`src/rtl/alu_seq.sv`:
```
// alu_seq: registered, handshaked ALU with sticky C/V/N/Z flags.
// Single-step ops finish in the cycle after START; shifts and the
// shift-add multiply iterate one step per clock while BUSY is high.
//
// state | meaning
// IDLE  | waiting for START; single-step ops complete from here
// RUN   | iterating a shift or multiply, counter holds steps left
module alu_seq #(
    parameter int WIDTH = 8
) (
    input  logic             clk,
    input  logic             rst,
    input  logic             start,
    input  logic [2:0]       op,
    input  logic             use_carry,
    input  logic [WIDTH-1:0] a,
    input  logic [WIDTH-1:0] b,
    output logic [WIDTH-1:0] y,
    output logic             c,
    output logic             v,
    output logic             n,
    output logic             z,
    output logic             busy,
    output logic             done
);

    localparam int CW = $clog2(WIDTH + 1);
    localparam logic [CW-1:0]  CNT_FULL = CW'(WIDTH);
    localparam logic [CW-1:0]  CNT_ONE  = CW'(1);
    localparam logic [WIDTH:0] W_EXT    = (WIDTH + 1)'(WIDTH);

    localparam logic [2:0] OP_ADD = 3'd0;
    localparam logic [2:0] OP_SUB = 3'd1;
    localparam logic [2:0] OP_SHL = 3'd2;
    localparam logic [2:0] OP_SHR = 3'd3;
    localparam logic [2:0] OP_AND = 3'd4;
    localparam logic [2:0] OP_OR  = 3'd5;
    localparam logic [2:0] OP_XOR = 3'd6;
    localparam logic [2:0] OP_MUL = 3'd7;

    typedef enum logic {
        IDLE,
        RUN
    } state_t;

    state_t               state_q, state_d;
    logic [WIDTH-1:0]     y_q, y_d;
    logic                 c_q, c_d;
    logic                 v_q, v_d;
    logic                 done_q, done_d;
    logic [CW-1:0]        cnt_q, cnt_d;
    logic [2:0]           op_q, op_d;
    logic [WIDTH-1:0]     sh_q, sh_d;
    logic [2*WIDTH-1:0]   acc_q, acc_d;
    logic [WIDTH-1:0]     mcand_q, mcand_d;
    logic                 big_q, big_d;
    logic                 cbig_q, cbig_d;

    logic [WIDTH-1:0]     addend;
    logic                 cin;
    logic [WIDTH:0]       sum;
    logic                 big;
    logic                 sout;
    logic [WIDTH:0]       mul_sum;

    // State register; reset aborts any in-flight operation.
    always_ff @(posedge clk or posedge rst) begin
        if (rst) begin
            state_q <= IDLE;
        end else begin
            state_q <= state_d;
        end
    end

    // Next state, single-step results and one iteration step per RUN cycle.
    always_comb begin
        state_d = state_q;
        y_d     = y_q;
        c_d     = c_q;
        v_d     = v_q;
        done_d  = 1'b0;
        cnt_d   = cnt_q;
        op_d    = op_q;
        sh_d    = sh_q;
        acc_d   = acc_q;
        mcand_d = mcand_q;
        big_d   = big_q;
        cbig_d  = cbig_q;
        sout    = 1'b0;
        mul_sum = '0;

        // SUB is A + ~B + cin, so the default carry-in for SUB is 1.
        addend = (op == OP_SUB) ? ~b : b;
        cin    = use_carry ? c_q : (op == OP_SUB);
        sum    = {1'b0, a} + {1'b0, addend} + {{WIDTH{1'b0}}, cin};
        big    = ({1'b0, b} >= W_EXT);

        case (state_q)
            IDLE: begin
                if (start) begin
                    case (op)
                        OP_ADD, OP_SUB: begin
                            y_d    = sum[WIDTH-1:0];
                            c_d    = sum[WIDTH];
                            v_d    = (a[WIDTH-1] == addend[WIDTH-1]) &&
                                     (sum[WIDTH-1] != a[WIDTH-1]);
                            done_d = 1'b1;
                        end
                        OP_AND: begin
                            y_d    = a & b;
                            c_d    = 1'b0;
                            v_d    = 1'b0;
                            done_d = 1'b1;
                        end
                        OP_OR: begin
                            y_d    = a | b;
                            c_d    = 1'b0;
                            v_d    = 1'b0;
                            done_d = 1'b1;
                        end
                        OP_XOR: begin
                            y_d    = a ^ b;
                            c_d    = 1'b0;
                            v_d    = 1'b0;
                            done_d = 1'b1;
                        end
                        OP_SHL, OP_SHR: begin
                            if (b == '0) begin
                                y_d    = a;
                                c_d    = 1'b0;
                                v_d    = 1'b0;
                                done_d = 1'b1;
                            end else begin
                                // Oversized shifts run WIDTH steps; their carry is
                                // the first bit out, captured here up front.
                                state_d = RUN;
                                op_d    = op;
                                sh_d    = a;
                                big_d   = big;
                                cbig_d  = (op == OP_SHR) ? a[0] : a[WIDTH-1];
                                cnt_d   = big ? CNT_FULL : b[CW-1:0];
                            end
                        end
                        default: begin
                            state_d = RUN;
                            op_d    = op;
                            mcand_d = a;
                            acc_d   = {{WIDTH{1'b0}}, b};
                            cnt_d   = CNT_FULL;
                        end
                    endcase
                end
            end
            RUN: begin
                cnt_d = cnt_q - CNT_ONE;
                if (op_q == OP_MUL) begin
                    // Multiplier sits in the low half and shifts out LSB first.
                    mul_sum = {1'b0, acc_q[2*WIDTH-1:WIDTH]} +
                              (acc_q[0] ? {1'b0, mcand_q} : '0);
                    acc_d   = {mul_sum, acc_q[WIDTH-1:1]};
                end else if (op_q == OP_SHL) begin
                    sout = sh_q[WIDTH-1];
                    sh_d = {sh_q[WIDTH-2:0], 1'b0};
                end else begin
                    sout = sh_q[0];
                    sh_d = {1'b0, sh_q[WIDTH-1:1]};
                end
                if (cnt_q == CNT_ONE) begin
                    state_d = IDLE;
                    done_d  = 1'b1;
                    if (op_q == OP_MUL) begin
                        y_d = acc_d[WIDTH-1:0];
                        c_d = |acc_d[2*WIDTH-1:WIDTH];
                        v_d = |acc_d[2*WIDTH-1:WIDTH];
                    end else begin
                        y_d = sh_d;
                        c_d = big_q ? cbig_q : sout;
                        v_d = 1'b0;
                    end
                end
            end
            default: state_d = IDLE;
        endcase
    end

    // Result, flag and datapath registers.
    always_ff @(posedge clk or posedge rst) begin
        if (rst) begin
            y_q     <= '0;
            c_q     <= 1'b0;
            v_q     <= 1'b0;
            done_q  <= 1'b0;
            cnt_q   <= '0;
            op_q    <= OP_ADD;
            sh_q    <= '0;
            acc_q   <= '0;
            mcand_q <= '0;
            big_q   <= 1'b0;
            cbig_q  <= 1'b0;
        end else begin
            y_q     <= y_d;
            c_q     <= c_d;
            v_q     <= v_d;
            done_q  <= done_d;
            cnt_q   <= cnt_d;
            op_q    <= op_d;
            sh_q    <= sh_d;
            acc_q   <= acc_d;
            mcand_q <= mcand_d;
            big_q   <= big_d;
            cbig_q  <= cbig_d;
        end
    end

    assign y    = y_q;
    assign c    = c_q;
    assign v    = v_q;
    assign n    = y_q[WIDTH-1];
    assign z    = ~|y_q;
    assign busy = (state_q == RUN);
    assign done = done_q;

endmodule

```
`config.mk`:
```
export PLATFORM = sky130hd
export DESIGN_NAME = alu_seq
export DESIGN_NICKNAME = d
export VERILOG_FILES = /design/src/rtl/alu_seq.sv
export SDC_FILE = /design/constraint.sdc
export NUM_CORES = 1
export LEC_CHECK = 0
export ABC_AREA = 1
export BUFFER_PORTS_ARGS = -buffer_cell sky130_fd_sc_hd__buf_2
export CORE_MARGIN = 2
export CORE_UTILIZATION = 52
export CTS_BUF_LIST = sky130_fd_sc_hd__clkbuf_8
export CTS_CLUSTER_DIAMETER = 30
export CTS_CLUSTER_SIZE = 25
export DETAILED_ROUTE_END_ITERATION = 10
export GPL_ROUTABILITY_DRIVEN = 0
export GPL_TIMING_DRIVEN = 0
export MAX_ROUTING_LAYER = met4
export PLACE_DENSITY = 0.71
export SYNTH_ARGS = -nofsm -noshare
export SYNTH_HDL_FRONTEND = slang
export SYNTH_SLANG_ARGS = --single-unit
```
`constraint.sdc`:
```
create_clock -name clk -period 2.3 [get_ports clk]
set_input_delay 0.23 -clock clk [delete_from_list [all_inputs] [get_ports clk]]
set_output_delay 0.23 -clock clk [all_outputs]
set_load 0.02 [all_outputs]
```
==> impl_metrics.csv, run 1 <==
group,metric,value,unit
die,pin_count,37,
global_routing,grt_pass1_wl,19400,µm
placement,dpl_worst_slack,-0.346,ns
sta,worst_slack,0.0963,ns
sta,worst_pin_slew,0.684,ns
worst_setup_path,cp_slowest_cell,"dfrtp_1",
die,fp.dieH,94.2,µm
cts,path_clk_slew,0.10,ns
run_status,outcome,"finished, final reports clean",
yosys,yosysTopAreaCellShare,31.4,%
layout,drive_gt1_share,19.9,%
cts,cts_sinks,53,
worst_setup_path,regToRegEndpoint,"y[6]$_DFFE_PP0P_",
placement,port_buffers,36,
sta,max_freq,454,MHz
worst_setup_path,path_buf_inv,0,
cts,htree_levels,2,
die,dieArea,8870,µm²
cts,cts_tree,"built",
global_routing,grt_pass1_vias,3906,
routing,final_antenna_net_count,0,
yosys,synth_cells,583,
yosys,synth_top_area_cell,"dfrtp_1",
yosys,synth_seq_cells,53,
yosys,yosys-top-cells-area,"dfrtp_1, nand2_1, ha_1, inv_1, o21ai_0",
yosys,netlist_area,4230,µm²
global_routing,grt_max_degree,30,
yosys,syn_nets,643,
sta,slew_headroom,54.3,%
worst_hold_path,holdCritPathClass,"in -> async",
routing,drtPass1Iterations,5,
worst_setup_path,arrival,2.46,ns
worst_setup_path,cp-end-kind,"flip-flop",
routing,drtIter0Drc,348,
yosys,yosysUniqueCellTypes,43,
power,ir_worst_vdd,0.741,mV
sta,final_max_slew_viol_count,0,
worst_setup_path,worstPathCellList,"nand2_1 > o21ai_2 > fa_2 > fa_2 > nand3_2 > nand2_2 > a21oi_2 > nor2_1 > nor2_1 > xor2_1 > o21ai_1 > nand2_1",
sta,rsz0062_at_grt,"true",
global_routing,grt_overflow,0,
yosys,ys_seq_area_share,31.4,%
worst_setup_path,worstPathRequired,2.56,ns
worst_setup_path,crit_type,"reg -> reg",
worst_setup_path,crit_family,"adder cells",
cts,cts_buffers,5,
sta,fin_crit,2.20,ns
cts,insertion_delay,0.31,ns
cts,cts_root_buf,"clkbuf_8",
sta,fin_skew,0.00700,ns
worst_setup_path,slowest_delay,0.42,ns
die,core_area,7810,µm²
worst_setup_path,r2r-start,"c$_DFFE_PP0P_",
sta,setup_viol,0,
worst_setup_path,worst-path-max-fanout,3,
yosys,syn_area_per_cell,7.25,µm²
cts,clock_path_buffers,2,
global_routing,track_usage,28.9,%
routing,via_per_inst,5.70,
routing,wl_per_cell,16.3,µm
placement,dp.cells,722,
yosys,ys_warn_count,0,
layout,layout.cells.non_filler,731,
die,die_w,94.2,µm
layout,area.growth.synth_to_final,13.9,%
routing,vias,4169,
layout,nets,688,
worst_setup_path,r2r_setup_slack,0.1,ns
sta,fin_crit_sh,95.8,%
cts,ctsHoldBuffers,0,
routing,wl,11900,µm
flow_run,drv_cap,0,
die,start_util,54.2,%
worst_setup_path,reg2reg_depth,12,
power,power_density,1220,nW/µm²
routing,drc,0,
die,rows,32,
worst_setup_path,critPathLaunchType,"flip-flop",
global_routing,antenna_found_initial,0,
layout,insertedDiodeCount,0,
power,power_leakage,2.42,nW
placement,hpwl,9190,µm
sta,hold_viol_final,0,
[flip-flops by register name, summed over array words and instances, names as in the netlist]
| signal | cells |
|---|---|
| mcand_q | 8 |
| y | 8 |
| busy | 1 |
| done | 1 |
| cbig_q | 1 |
| big_q | 1 |
| op_q | 3 |
| v | 1 |
| c | 1 |
| cnt_q | 4 |
| sh_q | 8 |
| acc_q | 16 |
[cells by family (layout without fill, tap and decap cells)]
logic type / after synthesis / after routing / share of synthesized area [%]
simple gates: 241 / 241 / 25.8
compound gates: 135 / 135 / 18.5
buf+inv: 104 / 150 / 10.2
flops: 53 / 53 / 31.4
fa+ha+maj: 37 / 37 / 11.5
xor+xnor: 13 / 13 / 2.69
[worst max path at each step]
stage                                    start                to  cells past startpoint
final                            c$_DFFE_PP0P_  y[6]$_DFFE_PP0P_                     12
after global routing      acc_q[0]$_DFFE_PP0P_     v$_DFFE_PP0P_                     13
after CTS                 acc_q[0]$_DFFE_PP0P_     c$_DFFE_PP0P_                     13
after detailed placement                 op[1]  y[6]$_DFFE_PP0P_                     14
after global placement                   op[1]  y[6]$_DFFE_PP0P_                     14
after floorplan                          op[1]  y[6]$_DFFE_PP0P_                     13
[cells in the final DEF (no fill, tap or decap), types with 4 or more instances in the layout]
master and n:
a21oi_1 34, a21oi_2 4, buf_2 41, buf_4 4
buf_6 4, clkbuf_8 5, dfrtp_1 52, ha_1 28
ha_4 6, inv_1 71, inv_2 18, nand2_1 130
nand2_2 8, nand3_1 31, nand3_2 6, nand4_1 5
nor2_1 33, nor2_2 7, nor2_4 5, nor3_1 5
o2111ai_1 5, o21ai_0 41, o21ai_1 15, o21ai_2 4
o22ai_1 14, xor2_1 13
[cells in the mapped netlist]
cell,number
o211ai_1,2
nor2_4,5
o31ai_1,2
o21ai_0,43
a2111oi_0,1
inv_2,16
o21a_1,2
ha_1,34
o2111ai_1,5
a22o_1,3
nor4_1,1
nand3b_1,1
o221ai_1,3
buf_1,1
nand4_1,5
nor3_4,1
a22oi_1,2
xor2_1,13
o22ai_1,14
nor3_2,3
nor3b_1,1
dfrtp_1,53
nor3_1,5
nand3_1,36
buf_2,5
o21ai_1,14
fa_1,3
inv_1,72
nand3_2,2
a21oi_2,1
nand2_1,135
nand2_4,1
or3_1,1
nor2_1,36
nor2_2,4
buf_6,3
a21oi_1,37
nand2_2,3
o21ai_2,3
or4_1,1
a211oi_1,3
clkbuf_1,4
buf_4,3
[layout make-up]
type,count,area [µm²]
well taps,102,128
clock buffers,5,68.8
clock inverters,3,18.8
flip-flops and latches,53,1330
inverters,88,330
repair buffers,39,226
multi-input cells,426,2620
fillers,721,2990
plain buffers,15,96.3
[stage by stage]
stage / TNS, ns / util, % / hold WS [ns] / power, mW / area (µm²)
floorplan: 0 / - / 0.375 / 4.12 / 4240
global placement: -1.12 / 58.3 / 0.464 / 4.94 / 4550
detailed placement: -1.19 / 58.6 / 0.378 / 5.04 / 4580
CTS: 0 / 59.9 / 0.0403 / 5.60 / 4680
global route: -0.212 / 61.7 / 0.0724 / 6.42 / 4820
finish: 0 / 61.7 / 0.00560 / 5.86 / 4820
[what timing repair did]
action,CTS,global route
gates resized for setup,5,28
pin swaps,0,13
buffers inserted,1,1
setup endpoints to repair,3,3
[power by group]
part,internal (mW),switching (mW)
Clock,0.211,0.326
Sequential,1.38,0.329
Combinational,1.34,2.28
Total,2.93,2.93
[layer usage]
metal	vias up	share of wire [%]	GRT usage, %
met5	-	0	-
met4	0	2.1	7.25
met3	26	7.0	5.54
met2	164	46	44.9
met1	1954	44	39.2
li1	2025	-	-
Power figures use the tool's default switching activity.
==> run 2: changes to the inputs <==
--- a/config.mk
+++ b/config.mk
@@ -5,7 +5,6 @@
 export SDC_FILE = /design/constraint.sdc
 export NUM_CORES = 1
 export LEC_CHECK = 0
-export ABC_AREA = 1
 export BUFFER_PORTS_ARGS = -buffer_cell sky130_fd_sc_hd__buf_2
 export CORE_MARGIN = 2
 export CORE_UTILIZATION = 52
==> run 2 against run 1 <==
Net effect: the run now ends with negative setup slack left; clock skew grew 0.0027 ns; routed wire length up 3.4%; synthesized cell count decreased by 17%; final cell count is 11% lower; first-iteration DRC count rose by 38%; combinational power about the same; via count fell by 5.5%; maximum frequency fell by 20%; worst setup slack worse by 0.55 ns.
==> impl_metrics.csv, run 2 <==
group,metric,value,unit
routing,wl,12300,µm
placement,post_dp_cell_area,4530,µm²
layout,fillers,629,
routing,drtPass1Iterations,7,
sta,fin_crit,2.76,ns
worst_setup_path,reg2reg_depth,9,
cts,path_clk_slew,0.10,ns
yosys,ys_warn_count,0,
die,fp.dieH,93.2,µm
power,combPwrFrac,60.5,%
yosys,syn_nets,546,
worst_setup_path,arrival,2.94,ns
global_routing,track_usage,30.4,%
layout,regMostFlops,"acc_q",
layout,multi_input_area,2890,µm²
power,swShare,46.1,%
sta,setup_viol,6,
placement,port_buffers,33,
yosys,synth_edf_count,0,
layout,layout_commonest_cell,"nand2_1",
worst_setup_path,cp_common_cell,"fa_2",
die,pin_count,37,
routing,drtIter0Drc,480,
power,internal_power,3.22,mW
global_routing,grt_max_degree,30,
worst_setup_path,r2r_setup_slack,-0.46,ns
layout,layout.cells.non_filler,652,
sta,hold_viol_final,0,
worst_setup_path,cp_slowest_cell,"or4_1",
sta,max_freq,363,MHz
yosys,yosys.cell_count.top_type,"nand2_1",
yosys,synth_cells,486,
layout,largest_reg_flops,16,
worst_setup_path,regToRegEndpoint,"c$_DFFE_PP0P_",
global_routing,grt_pass1_wl,19800,µm
sta,fin_hold_ws,0.201,ns
layout,seq_area,1330,µm²
worst_setup_path,cp-end-kind,"flip-flop",
die,core_area,7730,µm²
global_routing,antenna_found_initial,0,
global_routing,grt_overflow,0,
sta,finalSetupTns,-1.56,ns
routing,vias,3939,
yosys,syn_area_per_cell,8.52,µm²
cts,clock_path_buffers,2,
placement,dp.cells,622,
worst_hold_path,holdCritPathClass,"in -> reg",
die,start_util,53.6,%
routing,via_per_inst,6.04,
routing,drc,0,
yosys,yosys-top-cells-count,"nand2_1, dfrtp_1, nor2_1",
routing,wl_per_cell,18.9,µm
worst_setup_path,worstPathRequired,2.49,ns
yosys,dominantRegCellSynth,"dfrtp_1",
worst_setup_path,r2r-start,"c$_DFFE_PP0P_",
cts,insertion_delay,0.32,ns
yosys,yosysUniqueCellTypes,60,
layout,final_cell_mix,"nand2_1, dfrtp_1, nor2_1, buf_2, ha_1",
sta,rsz0062_at_grt,"true",
worst_setup_path,startpoint,"c$_DFFE_PP0P_",
sta,fin_skew,0.00973,ns
yosys,synth_seq_cells,53,
sta,final_max_slew_viol_count,0,
layout,insertedDiodeCount,0,
die,die_w,93.2,µm
yosys,yosysTopAreaCellShare,32.0,%
die,rows,32,
power,power.share.clock,11.2,%
yosys,ys_seq_area_share,32.0,%
worst_setup_path,crit_end,"c$_DFFE_PP0P_",
run_status,violations,"negative setup slack",
sta,worst_pin_slew,0.618,ns
layout,final_area,5110,µm²
sta,worst_slack,-0.458,ns
layout,drive_gt1_share,24.9,%
power,power_density,1170,nW/µm²
global_routing,grt_pass1_vias,3852,
placement,hpwl,8950,µm
power,ir_worst_vdd,0.441,mV
flow_run,drv_cap,0,
worst_setup_path,critPathLaunchType,"flip-flop",
sta,fin_crit_sh,120,%
die,dieArea,8690,µm²
worst_setup_path,crit_type,"reg -> reg",
power,p_sw,2.75,mW
yosys,async_reset_ff_share,100,%
worst_setup_path,slowest_delay,0.44,ns
routing,final_antenna_net_count,0,
sta,slew_headroom,58.7,%
power,pwr-share-seq,28.3,%
worst_setup_path,worst-path-max-fanout,2,
layout,area.growth.synth_to_final,23.5,%
layout,fin_util,66.2,%
layout,nets,609,
yosys,synth_top_area_cell,"dfrtp_1",
run_status,outcome,"complete, but fails checks",
worst_setup_path,worstPathCellList,"mux2_4 > fa_2 > fa_2 > a21o_1 > a21oi_2 > nor2b_2 > or4_1 > a31oi_2 > o2111ai_2",
yosys,netlist_area,4140,µm²
yosys,yosys-top-cells-area,"dfrtp_1, ha_1, nand2_1, nor2_1, a21oi_1",
cts,cts_root_buf,"clkbuf_8",
power,power_leakage,2.28,nW
cts,cts_tree,"built",
cts,cts_sinks,53,
cts,cts_buffers,5,
cts,htree_levels,2,
## run 2: worst min path at each step
stage | startpoint | slack (ns) | end | cells after the start
2_1_floorplan | a[7] | 0.35 | sh_q[7]$_DFFE_PP0P_ | 2
3_3_place_gp | cbig_q$_DFFE_PP0P_ | 0.47 | cbig_q$_DFFE_PP0P_ | 2
3_5_place_dp | rst | 0.31 | acc_q[15]$_DFFE_PP0P_ | 2
4_1_cts | b[5] | 0.20 | acc_q[5]$_DFFE_PP0P_ | 3
5_1_grt | b[5] | 0.20 | acc_q[5]$_DFFE_PP0P_ | 3
6_report | b[5] | 0.20 | acc_q[5]$_DFFE_PP0P_ | 3
## run 2: cell families (layout without fill, tap and decap cells)
logic type,count (synthesis),after routing,synth area share [%]
multiplexers,24,24,6.47
XOR/XNOR,20,20,4.23
AND/OR/NAND/NOR,170,170,19.0
adder cells (fa/ha/maj),37,37,11.7
flip-flops,53,53,32.0
buffers and inverters,54,118,5.23
AO/OA/AOI/OAI,128,128,21.3
## run 2: what timing repair did
item	4_1_cts	5_1_grt
gates resized for setup	29	33
endpoints found under the hold margin	24	0
setup endpoints to repair	10	11
pin swaps	28	23
gates cloned	0	0
buffers inserted	23	9
hold buffers	1	0
## run 2: power by group through the flow
stage | sequential, mW | clock [mW] | combinational, mW
floorplan | 1.74 | 0 | 2.31
global placement | 1.68 | 0 | 3.14
detailed placement | 1.70 | 0 | 3.20
CTS | 1.67 | 0.664 | 3.40
global route | 1.75 | 0.703 | 3.96
finish | 1.69 | 0.668 | 3.61
## run 2: metal layers
layer | share of wire, % | track usage (%) | up-vias
li1 | - | - | 1863
met1 | 43 | 41.5 | 1853
met2 | 44 | 45.5 | 186
met3 | 9.2 | 6.29 | 37
met4 | 3.0 | 9.93 | 0
met5 | 0 | - | -
## run 2: through the flow
| stage | setup slack, ns | total power, mW |
|---|---|---|
| detailed placement | -0.910 | 4.90 |
| global placement | -0.857 | 4.82 |
| global route | -0.530 | 6.42 |
| CTS | -0.492 | 5.73 |
| floorplan | -0.629 | 4.05 |
| finish | -0.458 | 5.97 |
## run 2: cell type report
type	count	share of cell area (%)
tap	102	2.50
inverter	29	2.13
buffer	22	2.74
multi-input combinational	379	56.6
timing repair buffer	59	7.93
sequential	53	26.0
clock inverter	3	0.856
clock buffer	5	1.35
## run 2: worst max-delay path, delay by kind of cell (launching register included)
kind,cells,cell delay [ns]
adder cells (fa/ha/maj),2,0.76
flip-flops,1,0.39
AO/OA/AOI/OAI,4,0.69
multiplexers,1,0.27
AND/OR/NAND/NOR,2,0.52
